===== src/rtl/passcode_serializer_if.sv =====
// Parallel passcode handshake between a code source and the serializer.
interface passcode_serializer_if #(
  parameter int unsigned CODE_WIDTH = 4
);

  logic [CODE_WIDTH-1:0] codeIn;
  logic                  codeValid;
  logic                  codeReady;

  // Source side drives the word and its valid.
  modport master (
    output codeIn,
    output codeValid,
    input  codeReady
  );

  // Serializer side consumes the word and returns ready.
  modport slave (
    input  codeIn,
    input  codeValid,
    output codeReady
  );

endinterface


===== src/rtl/passcode_serializer.sv =====
// Serializes whole passcodes onto a single bit line for sequenceDetector.
// A one-entry hold register in front of the shifter lets codes stream
// back-to-back; optional idle gap cycles follow each code.
module passcode_serializer #(
  parameter int unsigned CODE_WIDTH = 4,
  parameter int unsigned GAP_CYCLES = 0,
  parameter bit          MSB_FIRST  = 1'b1,
  parameter bit          IDLE_LEVEL = 1'b0
) (
  input  logic                  clk,
  input  logic                  asyncReset,
  passcode_serializer_if.slave  code_if,
  output logic                  dataOut,
  output logic                  bitValid,
  output logic                  frameStart,
  output logic                  frameDone,
  output logic                  busy
);

  localparam int unsigned CNT_W = (CODE_WIDTH > 2) ? $clog2(CODE_WIDTH) : 1;
  localparam int unsigned GAP_W = 8;

  localparam logic [CNT_W-1:0] BIT_LAST = CNT_W'(CODE_WIDTH - 1);
  localparam logic [GAP_W-1:0] GAP_LAST = GAP_W'((GAP_CYCLES == 0) ? 0 : GAP_CYCLES - 1);

  localparam logic [1:0] ST_IDLE  = 2'd0;
  localparam logic [1:0] ST_SHIFT = 2'd1;
  localparam logic [1:0] ST_GAP   = 2'd2;

  logic [1:0]            state_q,      state_d;
  logic [CODE_WIDTH-1:0] hold_q,       hold_d;
  logic                  hold_full_q,  hold_full_d;
  logic [CODE_WIDTH-1:0] shift_q,      shift_d;
  logic [CNT_W-1:0]      bit_cnt_q,    bit_cnt_d;
  logic [GAP_W-1:0]      gap_cnt_q,    gap_cnt_d;

  logic                  code_ready_q,  code_ready_d;
  logic                  data_out_q,    data_out_d;
  logic                  bit_valid_q,   bit_valid_d;
  logic                  frame_start_q, frame_start_d;
  logic                  frame_done_q,  frame_done_d;
  logic                  busy_q,        busy_d;

  logic                  accept_c;
  logic                  load_c;

  // Bit currently presented by a shifter image.
  function automatic logic cur_bit(input logic [CODE_WIDTH-1:0] s);
    return MSB_FIRST ? s[CODE_WIDTH-1] : s[0];
  endfunction

  // Shifter image after presenting its current bit.
  function automatic logic [CODE_WIDTH-1:0] advance(input logic [CODE_WIDTH-1:0] s);
    return MSB_FIRST ? {s[CODE_WIDTH-2:0], 1'b0} : {1'b0, s[CODE_WIDTH-1:1]};
  endfunction

  // Next-state, hold-register and registered-output computation.
  always_comb begin
    state_d     = state_q;
    hold_d      = hold_q;
    hold_full_d = hold_full_q;
    shift_d     = shift_q;
    bit_cnt_d   = bit_cnt_q;
    gap_cnt_d   = gap_cnt_q;
    load_c      = 1'b0;
    accept_c    = code_if.codeValid && !hold_full_q;

    case (state_q)
      ST_IDLE: begin
        if (hold_full_q) load_c = 1'b1;
      end
      ST_SHIFT: begin
        if (bit_cnt_q == BIT_LAST) begin
          if (GAP_CYCLES > 0) begin
            state_d   = ST_GAP;
            gap_cnt_d = '0;
          end else if (hold_full_q) begin
            load_c = 1'b1;
          end else begin
            state_d = ST_IDLE;
          end
        end else begin
          shift_d   = advance(shift_q);
          bit_cnt_d = bit_cnt_q + CNT_W'(1);
        end
      end
      ST_GAP: begin
        if (gap_cnt_q == GAP_LAST) begin
          if (hold_full_q) load_c = 1'b1;
          else             state_d = ST_IDLE;
        end else begin
          gap_cnt_d = gap_cnt_q + GAP_W'(1);
        end
      end
      default: state_d = ST_IDLE;
    endcase

    // Drain and accept are mutually exclusive: drain needs hold full, accept needs it empty.
    if (load_c) begin
      state_d     = ST_SHIFT;
      shift_d     = hold_q;
      bit_cnt_d   = '0;
      hold_full_d = 1'b0;
    end
    if (accept_c) begin
      hold_d      = code_if.codeIn;
      hold_full_d = 1'b1;
    end

    bit_valid_d   = (state_d == ST_SHIFT);
    data_out_d    = bit_valid_d ? cur_bit(shift_d) : IDLE_LEVEL;
    frame_start_d = bit_valid_d && (bit_cnt_d == '0);
    frame_done_d  = bit_valid_d && (bit_cnt_d == BIT_LAST);
    busy_d        = (state_d != ST_IDLE) || hold_full_d;
    code_ready_d  = !hold_full_d;
  end

  // State, datapath and output registers.
  always_ff @(posedge clk or negedge asyncReset) begin
    if (!asyncReset) begin
      state_q       <= ST_IDLE;
      hold_q        <= '0;
      hold_full_q   <= 1'b0;
      shift_q       <= '0;
      bit_cnt_q     <= '0;
      gap_cnt_q     <= '0;
      code_ready_q  <= 1'b1;
      data_out_q    <= IDLE_LEVEL;
      bit_valid_q   <= 1'b0;
      frame_start_q <= 1'b0;
      frame_done_q  <= 1'b0;
      busy_q        <= 1'b0;
    end else begin
      state_q       <= state_d;
      hold_q        <= hold_d;
      hold_full_q   <= hold_full_d;
      shift_q       <= shift_d;
      bit_cnt_q     <= bit_cnt_d;
      gap_cnt_q     <= gap_cnt_d;
      code_ready_q  <= code_ready_d;
      data_out_q    <= data_out_d;
      bit_valid_q   <= bit_valid_d;
      frame_start_q <= frame_start_d;
      frame_done_q  <= frame_done_d;
      busy_q        <= busy_d;
    end
  end

  assign code_if.codeReady = code_ready_q;
  assign dataOut           = data_out_q;
  assign bitValid          = bit_valid_q;
  assign frameStart        = frame_start_q;
  assign frameDone         = frame_done_q;
  assign busy              = busy_q;

endmodule

===== src/flat_wrapper.sv =====
// flat-port wrapper written by rule: the top's interface ports become plain ports
module passcode_serializer_flat 
#(
  parameter int unsigned CODE_WIDTH = 4,
  parameter int unsigned GAP_CYCLES = 0,
  parameter bit          MSB_FIRST  = 1'b1,
  parameter bit          IDLE_LEVEL = 1'b0
)
  (clk, asyncReset, dataOut, bitValid, frameStart, frameDone, busy, code_if_codeIn, code_if_codeValid, code_if_codeReady);
  passcode_serializer_if #(.CODE_WIDTH(CODE_WIDTH)) code_if_i ();
  input  logic clk;
  input  logic asyncReset;
  output logic dataOut;
  output logic bitValid;
  output logic frameStart;
  output logic frameDone;
  output logic busy;
  input wire logic [$bits(code_if_i.codeIn)-1:0] code_if_codeIn;
  input wire logic [$bits(code_if_i.codeValid)-1:0] code_if_codeValid;
  output wire logic [$bits(code_if_i.codeReady)-1:0] code_if_codeReady;
  assign code_if_i.codeIn = code_if_codeIn;
  assign code_if_i.codeValid = code_if_codeValid;
  assign code_if_codeReady = code_if_i.codeReady;
  passcode_serializer #(.CODE_WIDTH(CODE_WIDTH), .GAP_CYCLES(GAP_CYCLES), .MSB_FIRST(MSB_FIRST), .IDLE_LEVEL(IDLE_LEVEL)) u_core (.clk(clk), .asyncReset(asyncReset), .code_if(code_if_i), .dataOut(dataOut), .bitValid(bitValid), .frameStart(frameStart), .frameDone(frameDone), .busy(busy));
endmodule

===== config.mk =====
export PLATFORM = sky130hd
export DESIGN_NAME = passcode_serializer_flat
export DESIGN_NICKNAME = d
export VERILOG_FILES = /design/src/rtl/passcode_serializer_if.sv /design/src/rtl/passcode_serializer.sv /design/src/flat_wrapper.sv
export SDC_FILE = /design/constraint.sdc
export NUM_CORES = 1
export LEC_CHECK = 0
export ABC_AREA = 1
export CAP_MARGIN = 25
export CORE_AREA = 3 3 56 53
export CTS_BUF_LIST = sky130_fd_sc_hd__clkbuf_4 sky130_fd_sc_hd__clkbuf_8 sky130_fd_sc_hd__clkbuf_16
export DETAILED_ROUTE_END_ITERATION = 16
export DIE_AREA = 0 0 59 56
export HOLD_SLACK_MARGIN = 0.15
export PLACE_DENSITY = 0.76
export SLEW_MARGIN = 20
export SYNTH_ARGS = -nofsm -noshare
export SYNTH_HDL_FRONTEND = slang
export SYNTH_SLANG_ARGS = --single-unit

===== constraint.sdc =====
create_clock -name clk -period 3.1 [get_ports clk]
set_input_delay 0.465 -clock clk [delete_from_list [all_inputs] [get_ports clk]]
set_output_delay 0.465 -clock clk [all_outputs]
set_load 0.02 [all_outputs]

==> results of run 1 <==
-- registers in the layout, summed over array words and instances (netlist names) --
signal	flops
u_core.gap_cnt_q	8
u_core.hold_q	4
u_core.shift_q	4
u_core.bit_cnt_q	2
u_core.state_q	2
u_core.bitValid	1
u_core.busy	1
u_core.code_if.codeReady	1
u_core.dataOut	1
u_core.frameDone	1
u_core.frameStart	1
u_core.hold_full_q	1
-- worst paths after layout --
kind                                                  to  slack [ns]  cells past startpoint
worst max-delay path                   code_if_codeReady        1.18                      1
worst min-delay path                 u_core.gap_cnt_q[5]        0.49                      2
worst max register to register         u_core.shift_q[1]        1.30                     10
worst min register to register         u_core.shift_q[0]        0.49                      2
max in group asynchronous       u_core.code_if.codeReady        2.32                      2
min in group clk                       u_core.shift_q[0]        0.49                      2
-- cell usage after synthesis --
cell	n	area (µm²)
o21ai_1	2	10.0
ha_1	6	75.1
nand3_4	1	17.5
o31ai_1	1	7.51
inv_2	6	22.5
dfstp_2	1	26.3
clkbuf_2	1	5.00
nor3_2	2	20.0
inv_1	23	86.3
nor2_1	11	41.3
nand3_1	7	35.0
nand2_2	2	12.5
nor3_1	2	10.0
dfrtp_1	26	651
xor2_1	6	52.6
mux2_2	4	45.0
nand2_1	30	113
nand4_1	4	25.0
o21a_1	1	7.51
o21ai_0	2	10.0
nand2_4	4	45.0
or2_2	1	6.26
a21oi_1	2	10.0
nor2_2	2	12.5
-- cell usage in the layout (no fill, tap or decap), drive strengths merged, types with 6 or more instances in the layout --
master	instances
xor2	6
dfrtp	26
clkdlybuf4s50	12
ha	6
nand2	36
inv	29
nor2	13
nand3	8
-- cell type report --
cell class	count	area, µm²	share of cell area, %
timing repair buffer	13	128	8.32
sequential	27	677	44.1
clock buffer	4	30.0	1.96
tap	28	35.0	2.28
multi-input combinational	90	556	36.2
inverter	29	109	7.10
-- where the power goes --
part	internal [mW]	leakage, nW	total, mW	switching [mW]
logic	0.223	0.461	0.555	0.332
registers	0.462	0.342	0.529	0.0676
clock network	0.0592	0.0184	0.155	0.0958
total	0.744	0.821	1.24	0.496
-- cells by family (layout without fill, tap and decap cells) --
| group | after synthesis | in the layout | share of synthesized area, % |
|---|---|---|---|
| buffers and inverters | 30 | 46 | 8.46 |
| AND/OR/NAND/NOR | 66 | 66 | 25.1 |
| adder cells (fa/ha/maj) | 6 | 6 | 5.58 |
| flip-flops | 27 | 27 | 50.3 |
| multiplexers | 4 | 4 | 3.35 |
| XOR/XNOR | 6 | 6 | 3.90 |
| AO/OA/AOI/OAI | 8 | 8 | 3.35 |
-- stage by stage --
stage	util [%]	cells	area (µm²)
final	63.3	191	1530
after global routing	63.3	191	1530
after CTS	63.3	191	1530
after detailed placement	62.0	187	1500
after global placement	62.0	187	1500
after floorplan	-	147	1350
-- worst reg2reg max path, stage by stage (launching register included) --
cell	delay, ns
dfrtp_1	0.46
inv_1	0.13
ha_1	0.25
o21a_1	0.20
nand2_4	0.06
nand2_4	0.08
nand3_4	0.14
nand2_1	0.14
nand2_1	0.10
nand2_1	0.08
nand2_1	0.05
-- layer usage --
metal	wire length (µm)	share of wire, %	up-vias	global-route usage, %
met3	108	5.0	3	4.87
li1	-	-	483	-
met2	970	45	24	21.5
met1	1060	49	416	23.2
met4	10	0.46	0	1.62
met5	0	0	-	0
==> reports/metrics.cfg, run 1 <==
[status]
outcome=completed

[setup_path]
cp-startpoint=u_core.code_if.codeReady
critPathMaxStageDelay_ns=0.59
startpoint_type=flop
path_max_fanout=1
crit_path_end_kind=primary output
critPathRequiredTime_ns=2.63
timing.rr.start=u_core.state_q[0]
cp.arrival_ns=1.45
crit_type=flop to primary output
crit_slowest_cell=clkdlybuf4s50_1
path_buf_inv=1
cpLargestDelayFamily=buffers and inverters
crit_chain=clkdlybuf4s50_1

[die]
die-area_um2=3300
die_height_um=56
die_x_um=59
pin_count=13
rows=17
fp.coreArea_um2=2420
start_util_pct=55.5

[timing]
whs_ns=0.488
setup_viol=0
worst_slack_ns=1.18
period_share_pct=61.9
slew_viol_final=0
rsz0062_at_grt=false
period_needed_ns=1.92
tns_ns=0
slew_headroom_pct=74.8
clock_skew_ns=0.00136
fmax_mhz=521
hold_viol_final=0
tightest_slew_ns=0.375

[cts]
post_cts_buffers=0
clock_path_buffers=2
root_buffer=clkbuf_4
cts_max_level=1
numCtsBuffers=3
cts_tree=built
clkTransAtPathRegs_ns=0.13
cts_hold_buf=0
cts-resized-gates=0
clkSinkCount=27
clk_latency_ns=0.32

[power_and_ir_drop]
total_power_mw=1.24
power.density_nw_per_um2=808
peakVddDrop_mv=0.579
leakage_nw=0.821

[global_routing]
grt_max_degree=28
grt.total_usage_pct=15.1
grt_pass1_vias=878
antenna_found_initial=0
grt_pass1_wl_um=3900
grt_overflow=0

[finish]
nets=177
syn_to_final_growth_pct=13.9
n_antenna_cell=0
nFillCells=211
drive_above_1_share_pct=17.2

[logic_synthesis]
ys_seq_area_share_pct=50.3
synth.avg_cell_area_um2=9.16
mappedNetlistArea_um2=1350
yosys_warnings=0
synthDistinctLibCells=24
synth_seq_cells=27
synth.net_count=160
syn_inst=147

[route]
vias=926
drtIter0Drc=26
wl_per_cell_um=11.3
dr.pass1.iters=4
vias_per_cell=4.85
drt.antenna.violating_nets=0
drc=0
routed_wl_um=2150

[place]
io_buffers=12
place_ws_ns=1.34
place_hpwl_um=1670
gp_congestion=0.899

[run]
drv_cap=0

[hold_path]
hold_path.class=input pin to asynchronous set/reset pin

Note: power is estimated with default switching activity, not from simulation.
==> run 2: changes to the inputs <==
CORE_AREA = 3 3 59 56   (was 3 3 56 53)
DIE_AREA = 0 0 62 59   (was 0 0 59 56)
PLACE_DENSITY = 0.72   (was 0.76)
clock period = 1.76 ns   (was 3.1 ns; I/O delays follow)
==> run 2 against run 1 <==
  * Wire length up 18%
  * Sequential power up 76%
  * Cell count up 12%
  * Clock power up 68%
  * Register-to-register slack worse by 1.3 ns
  * Count of clock-buffer cells in the layout down 1
  * Worst hold slack worse by 0.20 ns
  * Design area up 8.4%
  * Highest routed layer unchanged
==> reports/metrics.cfg, run 2 (same netlist as run 1, synthesis figures left out) <==
[cts]
clkTransAtPathRegs_ns=0.14  ; was 0.13 ns
cts_tree=built  ; unchanged
numCtsBuffers=3  ; unchanged
clkSinkCount=27  ; unchanged
cts_max_level=1  ; unchanged
clock_path_buffers=2  ; unchanged
clk_latency_ns=0.32  ; about the same
root_buffer=clkbuf_4  ; unchanged
cts_hold_buf=0  ; unchanged

[die]
die-area_um2=3660  ; was 3300 µm²
fp.coreArea_um2=2730  ; was 2420 µm²
rows=18  ; was 17
die_height_um=59  ; was 56 µm
pin_count=13  ; unchanged
start_util_pct=49.4  ; was 55.5%
die_x_um=62  ; was 59 µm

[timing]
slew_headroom_pct=78.2  ; was 74.8%
setup_viol=0  ; unchanged
tightest_slew_ns=0.328  ; was 0.375 ns
period_share_pct=99.3
worst_slack_ns=0.0129  ; was 1.18 ns
clock_skew_ns=0.00898  ; was 0.00136 ns
slew_viol_final=0  ; unchanged
fmax_mhz=572
hold_viol_final=0  ; unchanged
period_needed_ns=1.75

[setup_path]
path_max_fanout=5  ; was 1
path_common_cell=nand2_1
path_buf_inv=3  ; was 1
critPathMaxStageDelay_ns=0.42  ; was 0.59 ns
crit_path_end_kind=flop  ; was primary output
crit_type=flop to flop  ; was flop to primary output
critPathRequiredTime_ns=1.99  ; was 2.63 ns
cpLargestDelayFamily=simple AND/OR/NAND/NOR gates  ; was buffers and inverters
startpoint_type=flop  ; unchanged
crit_slowest_cell=dfrtp_1  ; was clkdlybuf4s50_1
cp.arrival_ns=1.98  ; was 1.45 ns
crit_chain=buf_4, ha_4, nand2_1, nand2_1, o21ai_0, nand3_1, nand3_1, nand2_4, nand2_2, inv_2, nand2_1, inv_1  ; was clkdlybuf4s50_1

[finish]
layout_commonest_cell=nand2_1  ; unchanged
regMostFlops=u_core.gap_cnt_q  ; unchanged
largest_reg_flops=8  ; unchanged
fin_util_pct=61.0  ; was 63.3%
nFillCells=224  ; was 211
top_regs=u_core.gap_cnt_q: 8 flops, u_core.hold_q: 4 flops, u_core.shift_q: 4 flops  ; unchanged
drive_above_1_share_pct=27.2  ; was 17.2%
syn_to_final_growth_pct=23.5  ; was 13.9%
design_area_um2=1660  ; was 1530 µm²
n_antenna_cell=0  ; unchanged
instances_no_fill=213  ; was 191
layout_common_cells=nand2_1, dfrtp_1, inv_1  ; unchanged
nets=187  ; was 177

[route]
drtIter0Drc=17  ; was 26
top_layer=met4  ; unchanged
vias=1026  ; was 926
wl_per_cell_um=11.9  ; was 11.3 µm
dr.pass1.iters=4  ; unchanged
drc=0  ; unchanged
met1Wirelength_um=1150  ; was 1060 µm
routed_wl_um=2530  ; was 2150 µm
wl_met3_um=100  ; was 108 µm
vias_per_cell=4.82  ; was 4.85
drt.antenna.violating_nets=0  ; unchanged
dr_wl_met2_um=1250  ; was 970 µm

[power_and_ir_drop]
peakVddDrop_mv=0.889  ; was 0.579 mV
power.density_nw_per_um2=1440  ; was 808 nW/µm²
leakage_nw=0.886  ; was 0.821 nW

[place]
place_ws_ns=0.00232  ; was 1.34 ns
placedCellCount=200  ; was 187
gp_congestion=0.799  ; was 0.899
place_hpwl_um=1670  ; about the same
placed_area_um2=1530  ; was 1500 µm²
io_buffers=12  ; unchanged

[global_routing]
grt.total_usage_pct=15.6  ; was 15.1%
grt_max_degree=28  ; unchanged
antenna_found_initial=0  ; unchanged
grt_pass1_vias=951  ; was 878
grt_overflow=0  ; unchanged
grt_pass1_wl_um=4190  ; was 3900 µm

[hold_path]
hold_path.class=input pin to asynchronous set/reset pin  ; unchanged

[status]
outcome=completed  ; unchanged

[run]
drv_cap=0  ; unchanged

[run 2: cell count changes in the layout (fill, tap and decap cells not counted), moves of 2 or more]
cell and change:
buf_4 +9, inv_2 +2, inv_1 -2, nand2_2 +2, nand2_1 -3
[run 2: metal layers]
layer	vias up	track usage [%]
li1	509	-
met1	490	21.9
met2	22	24.3
met3	5	2.61
met4	0	5.45
met5	-	0
[run 2: final cells by class]
| type | instances | area (µm²) | share of cell area, % |
|---|---|---|---|
| clock inverter | 1 | 5.00 | 0.301 |
| inverter | 29 | 109 | 6.55 |
| multi-input combinational | 91 | 602 | 36.2 |
| timing repair buffer | 22 | 198 | 11.9 |
| sequential | 27 | 677 | 40.7 |
| clock buffer | 3 | 22.5 | 1.35 |
| tap | 40 | 50.0 | 3.01 |
[run 2: path summary, 6_finish.rpt]
kind / slack (ns) / cells past startpoint / end / start
min reg2reg: 0.50 / 1 / u_core.gap_cnt_q[7] / u_core.gap_cnt_q[7]
max in group asynchronous: 1.16 / 2 / u_core.code_if.codeReady / asyncReset
min: 0.28 / 2 / u_core.gap_cnt_q[5] / asyncReset
max reg2reg: 0.01 / 12 / u_core.frameStart / u_core.state_q[0]
min in group clk: 0.50 / 1 / u_core.gap_cnt_q[7] / u_core.gap_cnt_q[7]
max: 0.01 / 12 / u_core.frameStart / u_core.state_q[0]
[run 2: worst reg2reg max path, cell delays in order, from the launching register on]
cell     delay (ns)
dfrtp_1        0.42
buf_4          0.16
ha_4           0.17
nand2_1        0.10
nand2_1        0.06
o21ai_0        0.09
nand3_1        0.17
nand3_1        0.18
nand2_4        0.08
nand2_2        0.11
inv_2          0.04
nand2_1        0.05
inv_1          0.03
[run 2: power breakdown]
group	switching [mW]	leakage, nW	internal, mW
logic	0.692	0.526	0.519
clock network	0.175	0.0177	0.0852
registers	0.118	0.342	0.813
total	0.985	0.886	1.42
[run 2: through the flow]
| stage | hold slack (ns) | power, mW | setup TNS, ns |
|---|---|---|---|
| after global placement | 0.466 | 1.92 | 0 |
| after CTS | 0.298 | 2.27 | 0 |
| after floorplan | -0.0316 | 1.65 | 0 |
| final | 0.284 | 2.40 | 0 |
| after detailed placement | 0.472 | 1.94 | 0 |
| after global routing | 0.303 | 2.60 | -0.141 |
[run 2: what timing repair did]
| action | CTS | global route |
|---|---|---|
| cloned | 1 | 0 |
| buffers inserted | 3 | 5 |
| resized for setup | 2 | 10 |
| pin swaps | 1 | 2 |
| setup endpoints to repair | 7 | 14 |
